[config.mk]
export PLATFORM = sky130hd
export DESIGN_NAME = gpu_rect_fill
export DESIGN_NICKNAME = d
export VERILOG_FILES = /design/src/rtl/gpu_pkg.sv /design/src/rtl/gpu_rect_fill.sv
export SDC_FILE = /design/constraint.sdc
export NUM_CORES = 1
export LEC_CHECK = 0
export BUFFER_PORTS_ARGS = -buffer_cell sky130_fd_sc_hd__buf_4
export CORE_ASPECT_RATIO = 0.7
export CORE_MARGIN = 10
export CORE_UTILIZATION = 40
export DETAILED_ROUTE_END_ITERATION = 12
export PLACE_DENSITY = 0.63
export REMOVE_ABC_BUFFERS = 1
export SLEW_MARGIN = 20
export SYNTH_ARGS = -nofsm -noshare
export SYNTH_HDL_FRONTEND = slang
export SYNTH_SLANG_ARGS = --single-unit
[constraint.sdc]
create_clock -name CLK -period 7.2 [get_ports CLK]
set_input_delay 0.72 -clock CLK [delete_from_list [all_inputs] [get_ports CLK]]
set_output_delay 0.72 -clock CLK [all_outputs]
set_load 0.02 [all_outputs]
[src/rtl/gpu_pkg.sv]
// gpu_pkg: definitions shared by the GPU 2D blocks.
//   - default framebuffer geometry and framebuffer address width
//   - register offsets of the rectangle-fill register file
//   - rectangle-fill FSM state encoding and register-file struct
//   - pix_index(): linear pixel index computed by shift-add
package gpu_pkg;

  localparam int unsigned FB_WIDTH_DEF  = 128;
  localparam int unsigned FB_HEIGHT_DEF = 96;
  localparam int unsigned FB_ADDR_W     = 14;

  localparam logic [2:0] REG_X     = 3'd0;
  localparam logic [2:0] REG_Y     = 3'd1;
  localparam logic [2:0] REG_W     = 3'd2;
  localparam logic [2:0] REG_H     = 3'd3;
  localparam logic [2:0] REG_COLOR = 3'd4;
  localparam logic [2:0] REG_CMD   = 3'd5;

  typedef enum logic [1:0] {
    ST_IDLE  = 2'd0,
    ST_SETUP = 2'd1,
    ST_FILL  = 2'd2
  } fill_state_t;

  typedef struct packed {
    logic [7:0] x;
    logic [7:0] y;
    logic [7:0] w;
    logic [7:0] h;
    logic [2:0] color;
  } rect_regs_t;

  // y*width+x with width a power of two: a shift and an add, no multiplier.
  function automatic logic [FB_ADDR_W-1:0] pix_index(input logic [7:0] x,
                                                     input logic [7:0] y,
                                                     input int unsigned log2w);
    return (FB_ADDR_W'(y) << log2w) + FB_ADDR_W'(x);
  endfunction

endpackage

[src/rtl/gpu_rect_fill.sv]
// gpu_rect_fill: solid rectangle fill engine.
// A small register file (X, Y, W, H, COLOR, CMD) is written while idle; a
// CMD write with bit 0 set starts a fill. One SETUP cycle clips the
// rectangle to the framebuffer, then FILL streams one pixel write per
// accepted handshake in raster order (x innermost).
//
// Ports:
//   CLK        clock, rising edge
//   RESET      synchronous active-high reset
//   REG_WE     register write strobe
//   REG_ADDR   register select (0 X, 1 Y, 2 W, 3 H, 4 COLOR, 5 CMD)
//   REG_DATA   register write data
//   BUSY       fill in progress (start+1 until the DONE cycle)
//   DONE       one-cycle completion pulse
//   PIX_WE     pixel write request, held until PIX_READY
//   PIX_ADDR   linear pixel index y*FB_WIDTH+x
//   PIX_DATA   pixel colour {B,G,R}
//   PIX_READY  framebuffer accepts the pending write this cycle
module gpu_rect_fill
  import gpu_pkg::*;
#(
  parameter int unsigned FB_WIDTH  = FB_WIDTH_DEF,
  parameter int unsigned FB_HEIGHT = FB_HEIGHT_DEF
) (
  input  logic                 CLK,
  input  logic                 RESET,
  input  logic                 REG_WE,
  input  logic [2:0]           REG_ADDR,
  input  logic [7:0]           REG_DATA,
  output logic                 BUSY,
  output logic                 DONE,
  output logic                 PIX_WE,
  output logic [FB_ADDR_W-1:0] PIX_ADDR,
  output logic [2:0]           PIX_DATA,
  input  logic                 PIX_READY
);

  localparam int unsigned LOG2W = $clog2(FB_WIDTH);
  localparam logic [8:0]  FB_W9 = 9'(FB_WIDTH);
  localparam logic [8:0]  FB_H9 = 9'(FB_HEIGHT);

  fill_state_t          state_q;
  rect_regs_t           regs_q;
  logic [8:0]           xe_q, ye_q;   // exclusive clipped bounds
  logic [7:0]           x_q, y_q;     // current pixel
  logic                 busy_q, done_q, pix_we_q;
  logic [FB_ADDR_W-1:0] pix_addr_q;
  logic [2:0]           pix_data_q;

  logic [8:0] xsum_d, ysum_d, xe_d, ye_d, x_inc_d, y_inc_d;
  logic       empty_d, accept_d, last_x_d, last_y_d;

  always_comb begin
    // 9-bit sums so X+W cannot wrap before the clip.
    xsum_d   = {1'b0, regs_q.x} + {1'b0, regs_q.w};
    ysum_d   = {1'b0, regs_q.y} + {1'b0, regs_q.h};
    xe_d     = (xsum_d > FB_W9) ? FB_W9 : xsum_d;
    ye_d     = (ysum_d > FB_H9) ? FB_H9 : ysum_d;
    empty_d  = (regs_q.w == 8'd0) || (regs_q.h == 8'd0) ||
               ({1'b0, regs_q.x} >= FB_W9) || ({1'b0, regs_q.y} >= FB_H9);
    accept_d = pix_we_q && PIX_READY;
    x_inc_d  = {1'b0, x_q} + 9'd1;
    y_inc_d  = {1'b0, y_q} + 9'd1;
    last_x_d = (x_inc_d == xe_q);
    last_y_d = (y_inc_d == ye_q);
  end

  always_ff @(posedge CLK) begin
    if (RESET) begin
      state_q    <= ST_IDLE;
      regs_q     <= '0;
      xe_q       <= '0;
      ye_q       <= '0;
      x_q        <= '0;
      y_q        <= '0;
      busy_q     <= 1'b0;
      done_q     <= 1'b0;
      pix_we_q   <= 1'b0;
      pix_addr_q <= '0;
      pix_data_q <= '0;
    end else begin
      done_q <= 1'b0;
      case (state_q)
        ST_IDLE: begin
          if (REG_WE) begin
            case (REG_ADDR)
              REG_X:     regs_q.x     <= REG_DATA;
              REG_Y:     regs_q.y     <= REG_DATA;
              REG_W:     regs_q.w     <= REG_DATA;
              REG_H:     regs_q.h     <= REG_DATA;
              REG_COLOR: regs_q.color <= REG_DATA[2:0];
              REG_CMD: begin
                if (REG_DATA[0]) begin
                  state_q <= ST_SETUP;
                  busy_q  <= 1'b1;
                end
              end
              default: ;
            endcase
          end
        end
        ST_SETUP: begin
          xe_q <= xe_d;
          ye_q <= ye_d;
          x_q  <= regs_q.x;
          y_q  <= regs_q.y;
          if (empty_d) begin
            state_q <= ST_IDLE;
            busy_q  <= 1'b0;
            done_q  <= 1'b1;
          end else begin
            state_q    <= ST_FILL;
            pix_we_q   <= 1'b1;
            pix_addr_q <= pix_index(regs_q.x, regs_q.y, LOG2W);
            pix_data_q <= regs_q.color;
          end
        end
        ST_FILL: begin
          // Address/data only move on acceptance, so they stay stable
          // across any number of stall cycles.
          if (accept_d) begin
            if (!last_x_d) begin
              x_q        <= x_inc_d[7:0];
              pix_addr_q <= pix_addr_q + 1'b1;
            end else if (!last_y_d) begin
              x_q        <= regs_q.x;
              y_q        <= y_inc_d[7:0];
              pix_addr_q <= pix_index(regs_q.x, y_inc_d[7:0], LOG2W);
            end else begin
              state_q  <= ST_IDLE;
              pix_we_q <= 1'b0;
              busy_q   <= 1'b0;
              done_q   <= 1'b1;
            end
          end
        end
        default: begin
          state_q  <= ST_IDLE;
          pix_we_q <= 1'b0;
          busy_q   <= 1'b0;
        end
      endcase
    end
  end

  assign BUSY     = busy_q;
  assign DONE     = done_q;
  assign PIX_WE   = pix_we_q;
  assign PIX_ADDR = pix_addr_q;
  assign PIX_DATA = pix_data_q;

endmodule

==> results of run 1 <==
## cell usage in the layout, fill, tap and decap left out, types with 10 or more instances in the layout
master,Yosys,routed
a21o_1,10,10
a21oi_1,42,42
and3_1,12,12
buf_4,2,36
dfxtp_1,91,91
ha_1,26,26
inv_1,22,22
mux2i_1,44,44
nand2_1,46,46
nand2b_1,10,10
nand3_1,22,22
nor2_1,77,77
nor3_1,22,22
o21ai_0,30,30
xnor2_1,22,22
xor2_1,17,17
## metal layers
metal | GRT usage (%) | routed length, um | vias up
li1 | - | - | 2469
met1 | 25.12 | 8309 | 2457
met2 | 22.40 | 6254 | 184
met3 | 4.233 | 1287 | 14
met4 | 3.515 | 112 | 0
met5 | 0 | 0 | -
## power by group
group	switching, mW	internal (mW)
combinational	0.0416	0.0271
sequential	0.00916	0.509
clock	0.219	0.282
total	0.269	0.818
## state kept, by name (all words and copies together), names as in the netlist
register and flops:
y_q 8, ye_q 9, DONE 1, PIX_DATA 3
BUSY 1, xe_q 9, state_q 2, regs_q 35
x_q 8, PIX_WE 1, PIX_ADDR 14
## how the worst max path moves through the flow
stage           start     end  slack [ns]  cells past startpoint
6_report       x_q[0]  y_q[0]        3.42                      9
5_1_grt        x_q[0]  y_q[0]        3.14                      9
4_1_cts        x_q[0]  y_q[0]        3.44                      9
3_3_place_gp   x_q[0]  y_q[0]        3.56                      9
3_5_place_dp   x_q[0]  y_q[0]        3.48                      9
2_1_floorplan  x_q[0]  y_q[0]        3.93                      9
## worst register-to-register path: cells and delay by family (launching register included)
kind,cells,cell delay [ns]
AND/OR/NAND/NOR,5,1.85
AO/OA/AOI/OAI,3,0.98
flip-flops,1,0.50
adder cells (fa/ha/maj),1,0.38
## stage by stage
stage                     hold WS, ns  cells  setup WS, ns
after CTS                      0.4997    882         3.445
after global placement         0.4706    866         3.563
after floorplan                0.4447    640         3.930
after detailed placement       0.4834    866         3.484
final                          0.4979    882         3.423
after global routing           0.5164    882         3.139
## cell families (layout without fill, tap and decap cells)
| kind of cell | count (synthesis) | in the layout | share of synthesized area (%) |
|---|---|---|---|
| fa+ha+maj | 28 | 28 | 6.495 |
| mux | 46 | 46 | 8.229 |
| simple gates | 253 | 253 | 22.80 |
| compound gates | 159 | 159 | 19.22 |
| buf+inv | 61 | 75 | 4.404 |
| xor+xnor | 40 | 40 | 6.472 |
| flops | 91 | 91 | 32.38 |
## layout make-up
class	count	area, sq um
Clock buffer	10	239.0
Clock inverter	6	68.82
Fill cell	1329	7533
Inverter	23	86.33
Multi-Input combinational cell	526	3571
Sequential cell	91	1822
Tap cell	190	237.7
Timing Repair Buffer	36	270.3
==> results by group, run 1 <==
Outcome
  – Status: finished, final reports clean

GRT
  – Global-route wire length before repair: roughly 26,000 um
  – Vias in the first global route: 4,814
  – Largest net degree at the start of global routing: 53
  – GR Overflow Total: 0
  – Total GRT Usage: around 17%
  – Initial antenna violation count: 0

Finish
  – Fin nets: 730
  – Final instance area: 6295 sq um
  – Final Util: 45.52%
  – Share of layout cells above drive strength 1: 9.393%
  – Diodes inserted: 0
  – Area grow syn2layout: 11.90%

Route
  – Pre-antenna DRT Iters: 5
  – Drt drc: 0
  – Final wirelength: 15,960 um
  – DR vias/cell: 5.810
  – Post-DRT Antenna Nets: 0
  – Post-DR wirelength/cell: between 15 and 20 um
  – Drt first-iter violations: ~550
  – Vias: ~5,100

Clock network
  – CTS tree: built
  – CTS-repair resized insts: 0
  – Clk root buf: clkbuf_16
  – CTS sink count: 91
  – Max Root-Sink Buffers: 2
  – CTS Hold Bufs: 0
  – Worst-path clk slew: 0.07 ns
  – H-tree depth: 3
  – Postcts setup bufs: 0
  – Worst-Skew Late Latency: 0.35 ns
  – Num CTS Buffers: 9

Synth
  – Cell count after synthesis: 678
  – #FFs+latches synth: 91
  – Count leader, synth: dfxtp_1
  – Area leader, netlist: dfxtp_1
  – Area contributors post-synth: dfxtp_1 (32%), mux2i_1 (7.8%), ha_1 (5.8%), nor2_1 (5.1%), a21oi_1 (3.7%)
  – Ys async rst share: 0%
  – Post-synth top cells: dfxtp_1 (91), nor2_1 (77), nand2_1 (46)
  – Yosys warns: 0
  – Post-synth EDFFs: 0
  – Sequential share of the synthesized area: about a third
  – Mapped cell area: 5625 sq um
  – Post-synth cell types: 70
  – Mapped Avg Cell Area: 8.297 sq um
  – Top_reg_cell synth: dfxtp_1
  – Top cell type's share of synthesized area: between 30% and 40%

Worst hold path
  – Hold EP: regs_q[0]
  – Hold Crit Class: register to register
  – Hold_sp: regs_q[0]
  – Hold Crit Depth: 2

Pwr
  – Max VDD drop: 0.1011 mV
  – Power Density: ~170 nW/um^2
  – Total chip power: roughly 1.1 mW
  – Leakage: 2.449 nW

Placed design
  – Detail Placement HPWL: approximately 12,000 um
  – Port bufs: 34
  – Cell area after placement: 5978 sq um
  – GP Congestion: 0.8820

Timing
  – Setup Viol. Count Final: 0
  – Maximum operating frequency: 0.2647 GHz
  – Final hold vios: 0
  – Tmin final: 3.777 ns
  – Max-slew headroom: 30.25%
  – Tcrit/Tclk final: a little over half
  – Worst clock skew: 0.008848 ns
  – RSZ-0062 raised after global routing: no
  – Transition time at the pin with the least slew margin: 1.042 ns
  – Pins Over Slew Limit: 0
  – Sum of negative setup slack: 0 ns

Critical path
  – Bufs and invs on worst path: 0
  – Cells on worst reg2reg path: 9
  – Crit path max-delay family: simple AND/OR/NAND/NOR gates
  – Req. time, crit path: 7.47 ns
  – Worst-path maximum fanout: 16
  – Crit path top cell by count: or3_4
  – RR Startpoint: x_q[0]
  – Critical path's slowest cell: dfxtp_1
  – Worst path max stage delay: 0.50 ns
  – Crit path DAT: 4.05 ns
  – Critical path launch point type: register
  – Crit Path Category: register to register
  – Worst-path cell chain: ha_1, nand3_2, or3_4, a2111oi_4, o2111ai_2, and2_4, or3_4, or3_1, a21oi_1
  – Setup crit end kind: register
  – R2r setup slk: 3.42 ns
  – Worst r2r dst: y_q[0]

Floorplan
  – Die Y: 119.2 um
  – # IOs: 35
  – Site row count: 36
  – Die width: 161.7 um
  – Starting Density: 40.68%
  – Total core area: ~14,000 sq um
  – Die ar.: 19,280 sq um

Flow run
  – Max Cap Viol: 0
No activity file was read; power rests on OpenSTA's default activity.
==> run 2: changes to the inputs <==
--- a/config.mk
+++ b/config.mk
@@ -10,7 +10,7 @@
 export CORE_MARGIN = 10
 export CORE_UTILIZATION = 40
 export DETAILED_ROUTE_END_ITERATION = 12
-export PLACE_DENSITY = 0.63
+export PLACE_DENSITY = 0.66
 export REMOVE_ABC_BUFFERS = 1
 export SLEW_MARGIN = 20
 export SYNTH_ARGS = -nofsm -noshare
==> constraint.sdc (replaced) <==
create_clock -name CLK -period 3.3 [get_ports CLK]
set_input_delay 0.33 -clock CLK [delete_from_list [all_inputs] [get_ports CLK]]
set_output_delay 0.33 -clock CLK [all_outputs]
set_load 0.02 [all_outputs]
==> results by group, run 2 (synthesis gave the netlist of run 1 again) <==
Finish
  – Share of layout cells above drive strength 1: 10.83% (+1.4 points)
  – Commonest non-fill, non-tap cell in the layout: dfxtp_1
  – Fin nets: 741 (+1.5%)
  – Filler cell count: 1,345 (+1.2%)
  – Max reg flops: 35 (unchanged)
  – Commonest non-fill, non-tap cells in the layout: dfxtp_1 (91), nor2_1 (77), buf_4 (47)
  – Diodes inserted: 0 (unchanged)
  – Area grow syn2layout: 12.99%
  – Footprint of the multi-input gates: 3581 sq um (+0.28%)
  – Biggest register: regs_q
  – Storage cell area: 1822 sq um (unchanged)

Clock network
  – Num CTS Buffers: 9 (unchanged)
  – CTS tree: built
  – Postcts setup bufs: 0 (unchanged)
  – CTS sink count: 91 (unchanged)
  – Worst-path clk slew: 0.06 ns (about the same)
  – Worst-Skew Late Latency: 0.34 ns (about the same)
  – H-tree depth: 3 (unchanged)
  – Max Root-Sink Buffers: 2 (unchanged)
  – CTS Hold Bufs: 0 (unchanged)
  – Clk root buf: clkbuf_16

Timing
  – Pins Over Slew Limit: 0 (unchanged)
  – Worst clock skew: 0.006226 ns (-0.002622 ns)
  – RSZ-0062 raised after global routing: no
  – Sum of negative setup slack: 0 ns (unchanged)
  – Tcrit/Tclk final: 95.66% (+43 points)
  – Maximum operating frequency: 0.3168 GHz (+20%)
  – Hold Slack: 0.2795 ns (-0.2184 ns)
  – Tmin final: 3.157 ns (-0.6205 ns)
  – Transition time at the pin with the least slew margin: 1.053 ns (+0.01089 ns)
  – Final hold vios: 0 (unchanged)
  – Max-slew headroom: 29.52% (-0.73 points)
  – Setup Viol. Count Final: 0 (unchanged)

Critical path
  – Worst path max stage delay: 0.50 ns (about the same)
  – Critical path launch point type: register
  – Req. time, crit path: 3.57 ns (-3.90 ns)
  – Critical path's slowest cell: or3_4
  – Worst-path cell chain: ha_2, nand3_2, or3_4, a2111oi_4, o2111ai_2, and2_4, or3_4, or3_1, a21oi_1
  – Setup crit end kind: register
  – Crit path top cell by count: or3_4
  – Crit path DAT: 3.43 ns (-0.62 ns)
  – Crit Path Category: register to register
  – Worst-path maximum fanout: 14 (-2)

Flow run
  – Max Cap Viol: 0 (unchanged)

Route
  – Final wirelength: 15,300 um (-4.1%)
  – Drt first-iter violations: 367 (-34%)
  – Pre-antenna DRT Iters: 5 (unchanged)
  – Vias: 5,041 (-1.6%)
  – DR vias/cell: 5.651 (-2.7%)
  – Post-DR wirelength/cell: 17.15 um (-5.2%)
  – Drt drc: 0 (unchanged)
  – Post-DRT Antenna Nets: 0 (unchanged)

GRT
  – Total GRT Usage: 15.83% (-0.67 points)
  – Initial antenna violation count: 0 (unchanged)
  – Global-route wire length before repair: 25,320 um (-2.8%)
  – Largest net degree at the start of global routing: 58 (+9.4%)
  – GR Overflow Total: 0 (unchanged)
  – Vias in the first global route: 4,904 (+1.9%)

Floorplan
  – Total core area: 13,830 sq um (unchanged)
  – Site row count: 36 (unchanged)
  – Die Y: 119.2 um (unchanged)
  – # IOs: 35 (unchanged)
  – Starting Density: 40.68% (unchanged)
  – Die ar.: 19,280 sq um (unchanged)
  – Die width: 161.7 um (unchanged)

Pwr
  – Power Density: 359.3 nW/um^2 (+110%)
  – Max VDD drop: 0.2490 mV (+150%)
  – Leakage: 2.477 nW (+1.2%)

Worst hold path
  – Hold Crit Class: input port to register

Placed design
  – Detail Placement HPWL: 11,420 um (-1.4%)
  – GP Congestion: 0.8972 (+1.7%)
  – Port bufs: 34 (unchanged)

Outcome
  – Status: finished, final reports clean
## run 2: changes by cell type in the layout (fill, tap and decap cells not counted), sizes merged
| cell | change |
|---|---|
| clkbuf | +2 |
| buf | +11 |
| inv | -3 |
| clkinvlp | -1 |
| clkinv | +1 |
## run 2: worst paths after layout
kind | startpoint | slack [ns] | depth (start not counted) | to
worst min-delay path | REG_DATA[5] | 0.28 | 3 | regs_q[32]
worst min register to register | ye_q[4] | 0.47 | 2 | ye_q[4]
worst max-delay path | x_q[1] | 0.14 | 9 | y_q[0]
worst max register to register | x_q[1] | 0.14 | 9 | y_q[0]
## run 2: stage by stage
stage	worst slack (ns)	total power, mW	util [%]	area (sq um)	std cells
floorplan	0.03034	1.230	-	5464	640
global placement	0.03971	1.301	43.83	6061	877
detailed placement	0.01395	1.304	43.83	6061	877
CTS	0.07486	2.299	45.84	6339	892
global route	0.01964	2.371	45.96	6356	892
finish	0.1433	2.284	45.96	6356	892
## run 2: area by class of cell
class                      count  area share, %
timing repair buffer          47          5.551
clock buffer                  12          3.720
inverter                      23          1.358
sequential                    91          28.66
multi-input combinational    526          56.34
clock inverter                 3         0.6299
tap                          190          3.740
## run 2: per-layer routing
metal,track usage (%),up-vias,wire length [um]
met4,3.968,0,189
li1,-,2489,-
met2,24.48,141,6959
met5,0,-,0
met1,21.43,2391,7278
met3,4.233,20,875
## run 2: report_power, final
group	internal, mW	switching, mW	total [mW]
Combinational	0.0612	0.0927	0.154
Clock	0.581	0.420	1.00
Sequential	1.11	0.0166	1.13
Total	1.75	0.529	2.28
## run 2: worst max-delay path, delay by kind of cell (launching register included)
kind	cells	cell delay, ns
AO/OA/AOI/OAI	3	0.72
flip-flops	1	0.39
adder cells (fa/ha/maj)	1	0.29
AND/OR/NAND/NOR	5	1.67
## run 2: repair_timing
action | CTS | global route
pin swaps | 0 | 0
gates resized for setup | 1 | 5
endpoints found under the setup margin | 1 | 24
